==> src/rtl/adc_seq_pkg.sv <==
// Shared definitions for the ADC channel sequencer: state encoding, channel
// geometry and the result substituted for an abandoned conversion.
package adc_seq_pkg;

  localparam int NUM_CHAN = 32;
  localparam int CHAN_W   = $clog2(NUM_CHAN);
  localparam int DATA_W   = 12;

  localparam logic [DATA_W-1:0] TMO_FILL = 12'hFFF;

  typedef enum logic [2:0] {
    IDLE,
    SETTLE,
    START,
    WAIT,
    EMIT,
    NEXT
  } state_t;

  // Width of a counter that must hold 0 .. n-1 (at least one bit).
  function automatic int cnt_width(input int n);
    return (n > 1) ? $clog2(n) : 1;
  endfunction

endpackage

==> src/rtl/chan_pick.sv <==
// Combinational channel finder: the lowest enabled channel, and the lowest
// enabled channel strictly above the current one.
module chan_pick
  import adc_seq_pkg::*;
(
  input  logic [NUM_CHAN-1:0] mask,
  input  logic [CHAN_W-1:0]   cur,
  output logic                next_above_valid,
  output logic [CHAN_W-1:0]   next_above,
  output logic [CHAN_W-1:0]   lowest_set
);

  always_comb begin
    // NOTE: every output gets a default before the loop, so no path leaves one unassigned and no latch is inferred.
    next_above_valid = 1'b0;
    next_above       = '0;
    lowest_set       = '0;
    // Scan downwards so the last hit recorded is the lowest qualifying bit.
    for (int i = NUM_CHAN - 1; i >= 0; i--) begin
      if (mask[i]) begin
        lowest_set = CHAN_W'(i);
        if (CHAN_W'(i) > cur) begin
          next_above_valid = 1'b1;
          next_above       = CHAN_W'(i);
        end
      end
    end
  end

endmodule

==> src/rtl/adc_sequencer.sv <==
// Steps the ADC through the enabled monitor channels in ascending order,
// with settle time, optional averaging and conversion timeout.
module adc_sequencer
  import adc_seq_pkg::*;
#(
  parameter int SETTLE_CYCLES  = 64,
  parameter int AVG_LOG2       = 2,
  parameter int TIMEOUT_CYCLES = 1023
) (
  input  logic                wb_clk_i,
  input  logic                wb_rst_i,
  input  logic                seq_en,
  input  logic [NUM_CHAN-1:0] chan_mask,
  output logic [CHAN_W-1:0]   adc_chnum,
  output logic                adc_start,
  input  logic                adc_dataval,
  input  logic [DATA_W-1:0]   adc_data,
  output logic [DATA_W-1:0]   adc_result,
  output logic [CHAN_W-1:0]   adc_channel,
  output logic                adc_strb,
  output logic [7:0]          timeout_cnt,
  output logic                seq_busy
);

  localparam int ACC_W = DATA_W + AVG_LOG2;
  localparam int CNT_W = AVG_LOG2 + 1;
  localparam int SET_W = cnt_width(SETTLE_CYCLES);
  localparam int TMO_W = cnt_width(TIMEOUT_CYCLES);

  localparam logic [CNT_W-1:0] SAMP_TARGET = CNT_W'(1 << AVG_LOG2);
  // Shifted fill so that the averaging shift in EMIT yields exactly TMO_FILL.
  localparam logic [ACC_W-1:0] FILL_ACC    = ACC_W'(TMO_FILL) << AVG_LOG2;

  state_t              state;
  logic [NUM_CHAN-1:0] round_mask;
  logic [CHAN_W-1:0]   cur_chan;
  logic [SET_W-1:0]    settle_cnt;
  logic [TMO_W-1:0]    tmo_timer;
  logic [ACC_W-1:0]    acc;
  logic [CNT_W-1:0]    samp_cnt;
  logic                nxt_valid;
  logic [CHAN_W-1:0]   nxt_chan;

  logic [NUM_CHAN-1:0] pick_mask;
  logic                next_above_valid;
  logic [CHAN_W-1:0]   next_above;
  logic [CHAN_W-1:0]   lowest_set;
  logic                settle_done;
  logic                tmo_done;
  logic [CNT_W-1:0]    samp_next;

  // EMIT looks ahead within the latched round; IDLE and NEXT need the lowest
  // bit of the live mask for a fresh round, so one finder serves both.
  assign pick_mask = (state == EMIT) ? round_mask : chan_mask;

  chan_pick u_chan_pick (
    .mask             (pick_mask),
    .cur              (cur_chan),
    .next_above_valid (next_above_valid),
    .next_above       (next_above),
    .lowest_set       (lowest_set)
  );

  assign settle_done = (SETTLE_CYCLES <= 1) || (settle_cnt == SET_W'(SETTLE_CYCLES - 1));
  assign tmo_done    = (TIMEOUT_CYCLES <= 1) || (tmo_timer == TMO_W'(TIMEOUT_CYCLES - 1));
  assign samp_next   = samp_cnt + CNT_W'(1);
  assign adc_chnum   = cur_chan;

  always_ff @(posedge wb_clk_i or negedge wb_rst_i) begin
    if (!wb_rst_i) begin
      state       <= IDLE;
      round_mask  <= '0;
      cur_chan    <= '0;
      settle_cnt  <= '0;
      tmo_timer   <= '0;
      acc         <= '0;
      samp_cnt    <= '0;
      nxt_valid   <= 1'b0;
      nxt_chan    <= '0;
      adc_start   <= 1'b0;
      adc_result  <= '0;
      adc_channel <= '0;
      adc_strb    <= 1'b0;
      timeout_cnt <= '0;
      seq_busy    <= 1'b0;
    end else begin
      // NOTE: non-blocking assignments make every register here sample pre-edge values, independent of statement order.
      adc_start <= 1'b0;
      adc_strb  <= 1'b0;

      unique case (state)
        IDLE: begin
          if (seq_en && (chan_mask != '0)) begin
            round_mask <= chan_mask;
            cur_chan   <= lowest_set;
            settle_cnt <= '0;
            seq_busy   <= 1'b1;
            state      <= SETTLE;
          end
        end

        SETTLE: begin
          if (settle_done) begin
            adc_start <= 1'b1;
            state     <= START;
          end else begin
            settle_cnt <= settle_cnt + SET_W'(1);
          end
        end

        START: begin
          tmo_timer <= '0;
          state     <= WAIT;
        end

        WAIT: begin
          if (adc_dataval) begin
            acc      <= acc + ACC_W'(adc_data);
            samp_cnt <= samp_next;
            if (samp_next == SAMP_TARGET) begin
              state <= EMIT;
            end else begin
              // Back-to-back conversions on the same channel need no re-settle.
              adc_start <= 1'b1;
              state     <= START;
            end
          end else if (tmo_done) begin
            acc <= FILL_ACC;
            if (timeout_cnt != 8'hFF) begin
              timeout_cnt <= timeout_cnt + 8'd1;
            end
            state <= EMIT;
          end else begin
            tmo_timer <= tmo_timer + TMO_W'(1);
          end
        end

        EMIT: begin
          adc_result  <= DATA_W'(acc >> AVG_LOG2);
          adc_channel <= cur_chan;
          adc_strb    <= 1'b1;
          acc         <= '0;
          samp_cnt    <= '0;
          nxt_valid   <= next_above_valid;
          nxt_chan    <= next_above;
          state       <= NEXT;
        end

        NEXT: begin
          if (!seq_en) begin
            seq_busy <= 1'b0;
            state    <= IDLE;
          end else if (nxt_valid) begin
            cur_chan   <= nxt_chan;
            settle_cnt <= '0;
            state      <= SETTLE;
          end else begin
            // Round wrap: the live mask only takes effect here.
            round_mask <= chan_mask;
            if (chan_mask == '0) begin
              seq_busy <= 1'b0;
              state    <= IDLE;
            end else begin
              cur_chan   <= lowest_set;
              settle_cnt <= '0;
              state      <= SETTLE;
            end
          end
        end

        default: begin
          seq_busy <= 1'b0;
          state    <= IDLE;
        end
      endcase
    end
  end

endmodule

==> config.mk <==
export PLATFORM = sky130hd
export DESIGN_NAME = adc_sequencer
export DESIGN_NICKNAME = d
export VERILOG_FILES = /design/src/rtl/adc_seq_pkg.sv /design/src/rtl/chan_pick.sv /design/src/rtl/adc_sequencer.sv
export SDC_FILE = /design/constraint.sdc
export NUM_CORES = 1
export LEC_CHECK = 0
export ABC_AREA = 1
export CAP_MARGIN = 15
export CORE_UTILIZATION = 53
export CTS_BUF_LIST = sky130_fd_sc_hd__clkbuf_4
export CTS_CLUSTER_SIZE = 25
export DETAILED_ROUTE_END_ITERATION = 6
export PLACE_DENSITY = 0.79
export SLEW_MARGIN = 20
export SYNTH_ARGS = -nofsm -noshare
export SYNTH_HDL_FRONTEND = slang
export SYNTH_HIERARCHICAL = 1
export SYNTH_SLANG_ARGS = --single-unit
==> constraint.sdc <==
create_clock -name wb_clk_i -period 3.24 [get_ports wb_clk_i]
set_input_delay 0.648 -clock wb_clk_i [delete_from_list [all_inputs] [get_ports wb_clk_i]]
set_output_delay 0.648 -clock wb_clk_i [all_outputs]
set_load 0.05 [all_outputs]
==> impl_summary.md, run 1 <==
Route
The first-pass iteration count of the detailed router is 5. The detailed router placed 6991 vias in this run. The total length of routed wires is 17700 µm.

In the final routed layout, each cell accounts on average for 13.1 µm. The number of remaining DRC errors is 0. For this block, the initial DRC count from the detailed router was 469. The detail route stage leaves a number of antenna-violating nets equal to 0. The routed via count divided by cell count is 5.19.

Floorplan
The full die area is 14000 µm². The starting density of the core is 0.543. The I/O pin count is 81.

The die is 118 µm tall. The floorplan step defined a core boundary enclosing 13200 µm². The die span in x is 118 µm. The total number of placement rows is 42.

Worst hold path
The path with the worst hold slack has its endpoint at adc_result[8]. Along the worst hold path, the cell count comes to 2. The worst hold path begins at adc_result[8]. The class of the worst hold path is register to register.

Timing
In this run the tightest slew margin relative to its limit is 0.491. The slack of the critical path is 47.5 ps. In the finished design, the share of the clock period the worst path needs comes to 0.985. The worst clock skew is 25.4 ps.

Setup repair after global routing could not meet its margin everywhere. The minimum clock period after layout is 3190 ps. The final-report hold violation count is 0. For the pin with the worst max-slew slack, the measured transition is 763 ps.

The final number of setup-violating endpoints is 0. The max-slew violation count is 0. Static timing analysis puts the maximum clock frequency at 313 MHz. The final total negative setup slack is 0 ps.

Worst setup path
In this run the worst path has a maximum fanout of 8. The kind of capture point of the worst setup path is a register. The launching element type of the critical path is a register. Data arrives at the worst endpoint at 3590 ps. The endpoint identified for the worst register-to-register timing path is adc_chnum[1]. Measured in cells, the most critical reg-to-reg path has a length of 25. The data required time at the worst endpoint is 3630 ps. The category of the critical setup timing path is register to register. Setup slack on the worst reg-to-reg path comes out at 50 ps. The reg-to-reg startpoint is state[0].

Finish
The area growth from synthesis to layout is 21.0%. The net count of the finished layout is 1231. Once layout is complete, the utilization of the core stands at 0.657.

The cell area after layout is 8700 µm². The most common cell after layout, fill and taps aside is sky130_fd_sc_hd__nand2_1. The filler-free cell count of the finished design is 1346.

Of the cells placed in the final design, the portion with a size suffix greater than 1 is 0.0992. In the layout the commonest cells are sky130_fd_sc_hd__nand2_1, sky130_fd_sc_hd__inv_1, sky130_fd_sc_hd__dfrtp_1.

Global routing
Global routing finished with a remaining overflow of 0. The number of antenna violations at the first check in global routing is 1. In this run the most used layer during global routing was met2. The first global-routing pass estimated 29500 µm of wire.

Entering global routing, the biggest net connects 65 pins. In the global route stage, met3 resource usage came out at 0.0343. The met1 track demand over resource in global routing is 0.351. The met2 usage in global routing is 0.422. The global-route usage over all layers is 0.260. The via count of the first global-routing pass is 6433.

Clocking
Buffers inserted during clock tree synthesis total 9. The level count of the clock H-tree is 3. The clock passes through at most 2 buffers. TritonCTS built the clock tree. The clock insertion delay at the later pin of the skew report is 500 ps. The root buffer cell is sky130_fd_sc_hd__clkbuf_4. The clock-pin slew on the worst setup and hold paths is 180 ps. For this design, the sink count on the clock tree is 107.

Synthesis
For this run, asynchronously set or reset flops after synthesis account for 1.00. sky130_fd_sc_hd__dfrtp_1 takes more of the synthesized area than any other cell. The per-instance average area after synthesis is 6.82 µm². The share of synthesized area in the top cell type comes to 0.372. The gate count after technology mapping is 1055. The cell area after technology mapping is 7190 µm². The number of synthesis warnings is 6. The distinct cell type count of the synthesized netlist is 51. The net count after synthesis is 1122. In this run, synthesis produced a sequential element count of 107. Among all flip-flop cells after synthesis, the most frequent one is sky130_fd_sc_hd__dfrtp_1. The count of flip-flops with a built-in enable after synthesis is 0.

The sequential element share of the synthesized area is 0.372. By area the synthesized netlist is led by sky130_fd_sc_hd__dfrtp_1, sky130_fd_sc_hd__nand2_1, sky130_fd_sc_hd__inv_1.

Placement
Input and output buffers added on the ports amount to 80. The post-DP HPWL is 13300 µm. The placement-stage worst setup slack is -267 ps.

The count of placed standard cells including taps is 1319. The congestion estimate from routability-driven global placement came to 0.915. The instance area after placement is 8370 µm².

Power and ir drop
The net switching power is 2.92 mW. Of the total power, combinational logic draws 0.530. The power share of the clock group is 0.116. The switching portion of total power is 0.474. The internal portion of total power is 3.24 mW. The maximum vdd drop is 0.000468 V. The static leakage power is 4.40 nW. The power per cell area is 708 nW/µm². The sequential power share is 0.354.

Run
The total of max-cap violations is 0.

Outcome
The flow ran to the end, and the final reports show no timing, DRC or antenna violations.
## worst max-delay path by stage
stage                        from            to  slack (ps)  cells past startpoint
detailed placement  chan_mask[31]  adc_chnum[0]        -270                     36
global placement    chan_mask[31]  adc_chnum[0]        -250                     36
floorplan                state[0]  adc_chnum[0]         100                     39
global route             state[0]  adc_chnum[0]        -310                     39
finish                   state[0]  adc_chnum[1]          50                     25
CTS                      state[0]  adc_chnum[0]         110                     38
## what timing repair did
item | in CTS | in global routing
setup endpoints to repair | 0 | 5
resized for setup | 0 | 33
hold endpoints to repair | 1 | 0
buffers inserted | 0 | 10
hold buffers | 1 | 0
## power groups by stage
stage	logic (mW)	registers (mW)	clock network (mW)
after floorplan	1.94	2.52	0
after global placement	3.11	2.19	0
after detailed placement	3.18	2.20	0
after CTS	3.19	2.17	0.737
after global routing	3.66	2.24	0.784
final	3.26	2.18	0.714
## sequential cells by signal, indices dropped and copies added, names as in the netlist
| name | flops |
|---|---|
| samp_cnt | 3 |
| acc | 14 |
| nxt_valid | 1 |
| tmo_timer | 10 |
| adc_channel | 5 |
| state | 3 |
| adc_strb | 1 |
| seq_busy | 1 |
| adc_result | 12 |
| nxt_chan | 5 |
| round_mask | 32 |
| adc_start | 1 |
| settle_cnt | 6 |
| timeout_cnt | 8 |
| adc_chnum | 5 |
## through the flow
stage / hold WS, ps / power (mW)
2_1_floorplan: 352 / 4.46
3_3_place_gp: 450 / 5.29
3_5_place_dp: 453 / 5.37
4_1_cts: 489 / 6.10
5_1_grt: 513 / 6.68
6_report: 487 / 6.16
## routing by layer
layer	up-vias	part of all wire	wire, µm
li1	3579	-	-
met1	3210	0.46	8220
met2	177	0.47	8260
met3	25	0.045	794
met4	0	0.024	427
met5	-	0	0
## logic make-up after synthesis
logic type               share of synthesized area
multiplexers                               0.00922
adder cells (fa/ha/maj)                     0.0341
flip-flops                                   0.372
AND/OR/NAND/NOR                              0.330
buffers and inverters                       0.0986
XOR/XNOR                                    0.0195
AO/OA/AOI/OAI                                0.137
## cells in the mapped netlist (3+ instances only)
cell	n
sky130_fd_sc_hd__nand2_1	340
sky130_fd_sc_hd__inv_1	143
sky130_fd_sc_hd__dfrtp_1	107
sky130_fd_sc_hd__nor2_1	99
sky130_fd_sc_hd__o21ai_0	72
sky130_fd_sc_hd__nand3_1	47
sky130_fd_sc_hd__o21ai_1	39
sky130_fd_sc_hd__a21oi_1	28
sky130_fd_sc_hd__ha_1	18
sky130_fd_sc_hd__nand4_1	17
sky130_fd_sc_hd__buf_2	15
sky130_fd_sc_hd__nor3_1	14
sky130_fd_sc_hd__o21bai_1	13
sky130_fd_sc_hd__xor2_1	11
sky130_fd_sc_hd__inv_2	8
sky130_fd_sc_hd__clkbuf_1	7
sky130_fd_sc_hd__nor2_2	7
sky130_fd_sc_hd__nand3_2	6
sky130_fd_sc_hd__mux2_2	5
sky130_fd_sc_hd__xnor2_1	5
sky130_fd_sc_hd__nand2_4	4
sky130_fd_sc_hd__o31ai_1	4
sky130_fd_sc_hd__a21boi_0	3
sky130_fd_sc_hd__a21o_1	3
sky130_fd_sc_hd__a31oi_1	3
sky130_fd_sc_hd__nor4_1	3
sky130_fd_sc_hd__o22ai_1	3
## final cells by class
| cell class | instances | area, µm² |
|---|---|---|
| multi-input combinational | 769 | 3880 |
| sequential | 107 | 2680 |
| antenna | 1 | 2.50 |
| clock buffer | 9 | 67.6 |
| timing repair buffer | 122 | 1190 |
| fill | 1171 | 4540 |
| inverter | 155 | 586 |
| tap | 176 | 220 |
| clock inverter | 7 | 77.6 |
## critical path: stages (launching register included)
cell                       delay [ps]
sky130_fd_sc_hd__dfrtp_1          430
sky130_fd_sc_hd__inv_2             80
sky130_fd_sc_hd__nand2_4           60
sky130_fd_sc_hd__nor2_4           310
sky130_fd_sc_hd__buf_12           170
sky130_fd_sc_hd__buf_6             90
sky130_fd_sc_hd__o21ai_2           50
sky130_fd_sc_hd__buf_4            130
sky130_fd_sc_hd__buf_6            110
sky130_fd_sc_hd__nor2_1            80
sky130_fd_sc_hd__inv_1             60
sky130_fd_sc_hd__a311oi_2         200
sky130_fd_sc_hd__o31ai_1          110
sky130_fd_sc_hd__o21ai_1          140
sky130_fd_sc_hd__nand2_1           60
sky130_fd_sc_hd__nand2_1           80
sky130_fd_sc_hd__nand2_1           50
sky130_fd_sc_hd__nand2_1           70
sky130_fd_sc_hd__nand2_1           50
sky130_fd_sc_hd__nand2_1           60
sky130_fd_sc_hd__nand2_1           50
sky130_fd_sc_hd__a21oi_1          130
sky130_fd_sc_hd__a21oi_1          110
sky130_fd_sc_hd__mux2_2           270
sky130_fd_sc_hd__nand3_1           80
sky130_fd_sc_hd__nand2_1           60
(Power assumes the default switching activity.)
==> run 2: changes to the inputs <==
SETUP_SLACK_MARGIN = 0.1   (was default)
==> run 2 against run 1 <==
Count of clock-buffer cells in the layout did not move; maximum frequency rose by 1.0%; highest routed layer unchanged; wire length rose by 0.42%; sequential power barely moved.
==> impl_summary.md, run 2 (synthesized netlist as in run 1, its figures left out) <==
Timing
The final-report hold violation count is 0 (unchanged). The worst clock skew came to 19.2 ps (-6.24 ps). The final number of setup-violating endpoints is 0 (unchanged). The max-slew violation count is 0 (unchanged).

The minimum clock period after layout is 3160 ps (-31.8 ps). The measured slew at the worst slew-check pin was 661 ps (-102 ps). The slack of the critical path is 79.2 ps (+31.8 ps). Setup repair after global routing could not meet its margin everywhere. The worst slack on hold paths is 87.1 ps (-400 ps). The relative max-transition margin is 0.559 (+0.0679). The final worst-path cycle share was 0.976 (-0.00980).

The maximum operating frequency is 316 MHz (+1.0%).

Worst setup path
The number of cell instances on the worst register-to-register path is 38 (+52%). By instance count, the cell type seen most on the critical path is sky130_fd_sc_hd__nand2_1. The critical path starts at state[1]. The category of the critical setup timing path is register to register. In this design, the largest share of critical-path delay is due to simple AND/OR/NAND/NOR gates. The slack of the worst reg-to-reg path came to 80 ps (+30 ps). The data arrival time at the worst-slack endpoint was 3570 ps (-20 ps). STA classifies the critical path startpoint as a register.

The data required time at the worst endpoint is 3650 ps (+20 ps). The startpoint identified for the worst register-to-register timing path is state[1]. The slowest stage of the critical path is the sky130_fd_sc_hd__dfrtp_1 cell.

The kind of capture point of the worst setup path is a register. The end of the worst register-to-register path is adc_chnum[0]. The critical path buffer and inverter count is 2 (-4). The top fanout value on the critical path is 7 (-1). The biggest cell delay along the critical path came to 440 ps (about the same).

Placement
The number of port buffers is 80 (unchanged). The weighted congestion at the end of routability-driven global placement is 0.911 (-0.52%). The placement-stage worst setup slack is -342 ps (-75.1 ps). The post-DP HPWL is 13200 µm (-0.35%).

Worst hold path
The class of the worst hold path is primary input to asynchronous set/reset pin.

Finish
The count of filler cells inserted in the layout is 1209 (+3.2%). round_mask holds more flip-flops than any other register. The final core utilization is 0.650 (-0.00718). The number of flip-flops in the largest register is 32 (unchanged). The layout cell share with drive strength beyond 1 is 0.0945 (-0.00473). The most common cell after layout, fill and taps aside is sky130_fd_sc_hd__nand2_1. The area growth from synthesis to layout is 19.7%. The largest registers in the layout are round_mask x32, acc x14, adc_result x12.

The number of nets at the end of the flow is 1226 (-0.41%). In the layout the commonest cells are sky130_fd_sc_hd__nand2_1, sky130_fd_sc_hd__inv_1, sky130_fd_sc_hd__dfrtp_1.

Clocking
The root buffer cell is sky130_fd_sc_hd__clkbuf_4. The clock-pin slew on the worst setup and hold paths is 180 ps (about the same). The number of CTS-inserted buffers is 9 (unchanged). The clock insertion delay at the later pin of the skew report was 500 ps (about the same).

The maximum clock path buffer count is 2 (unchanged). The total clock sinks came to 107 (unchanged). TritonCTS built the clock tree. The level count of the clock H-tree is 3 (unchanged).

Floorplan
The starting density of the core was 0.543 (unchanged). The die span in x was 118 µm (unchanged). The die span in y is 118 µm (unchanged). The I/O pin count came to 81 (unchanged). The total number of placement rows came to 42 (unchanged). The total core area is 13200 µm² (unchanged). The full die area was 14000 µm² (unchanged).

Route
The number of DRC violations after detailed-routing iteration 0 is 437 (-6.8%). The routed via count divided by cell count is 5.21 (+0.26%). The first-pass iteration count of the detailed router came to 7 (+2). The total length of routed wires is 17800 µm (+0.42%). The average detailed-routed wire length per instance is 13.2 µm (+0.80%). The number of routed nets with antenna violations came to 0 (unchanged). The via count of the routed design is 6983 (-0.11%).

The number of remaining DRC errors was 0 (unchanged).

Global routing
The aggregate global routing overflow came to 0 (unchanged). The via count of the first global-routing pass is 6690 (+4.0%). The global-route usage over all layers is 0.268 (+0.00796).

The first-pass GRT wire length was 30400 µm (+2.8%). The pin count of the biggest net entering global routing came to 65 (unchanged). The number of antenna violations at the first check in global routing came to 1 (unchanged).

Run
The total of max-cap violations was 0 (unchanged).

Outcome
The flow ran to the end, and the final reports show no timing, DRC or antenna violations.

Power and ir drop
The power per cell area is 710 nW/µm² (+0.32%). The maximum vdd drop is 0.000421 V (-10%). The static leakage power is 4.37 nW (-0.81%).
-- run 2: layout make-up --
cell class                 count  area, µm²  area share
multi-input combinational    769       3870       0.449
tap                          176        220      0.0256
clock buffer                   9       67.6     0.00785
antenna                        1       2.50    0.000291
clock inverter                 7       61.3     0.00712
sequential                   107       2680       0.311
inverter                     155        586      0.0680
timing repair buffer         117       1120       0.131
-- run 2: power breakdown --
part	internal (mW)	switching, mW	leakage, nW	total, mW
combinational	1.16	2.11	2.92	3.27
clock	0.172	0.487	0.0707	0.659
sequential	1.83	0.357	1.38	2.18
-- run 2: worst max path at each step --
stage / to / depth (start not counted)
CTS: adc_chnum[0] / 38
global route: adc_chnum[0] / 39
detailed placement: adc_chnum[0] / 36
global placement: adc_chnum[0] / 36
finish: adc_chnum[0] / 38
floorplan: adc_chnum[0] / 39
-- run 2: what timing repair did --
action / 4_1_cts / 5_1_grt
pin swaps: 1 / 8
setup buffers: 3 / 6
endpoints found under the setup margin: 1 / 6
hold buffers: 0 / 0
hold endpoints to repair: 0 / 0
cloned: 1 / 0
resized for setup: 6 / 22
-- run 2: worst reg2reg max path, delay by kind of cell, from the launching register on --
family	cells	cell delay [ps]
AO/OA/AOI/OAI	3	210
buffers and inverters	2	280
multiplexers	1	270
AND/OR/NAND/NOR	32	1880
flip-flops	1	440
-- run 2: metal layers --
metal / vias up / GRT usage / routed length [µm] / share of wire
met1: 3198 / 0.340 / 8090 / 0.46
met5: - / 0 / 0 / 0
met3: 35 / 0.0550 / 817 / 0.046
li1: 3570 / - / - / -
met4: 0 / 0.108 / 474 / 0.027
met2: 180 / 0.447 / 8380 / 0.47
-- run 2: per-stage QoR --
stage	total power [mW]	cells	area, µm²	setup TNS, ps
CTS	6.07	1334	8500	0
floorplan	4.46	1055	7190	0
detailed placement	5.38	1314	8330	-356
global route	6.65	1341	8610	-708
finish	6.11	1341	8610	0
global placement	5.29	1314	8330	-259
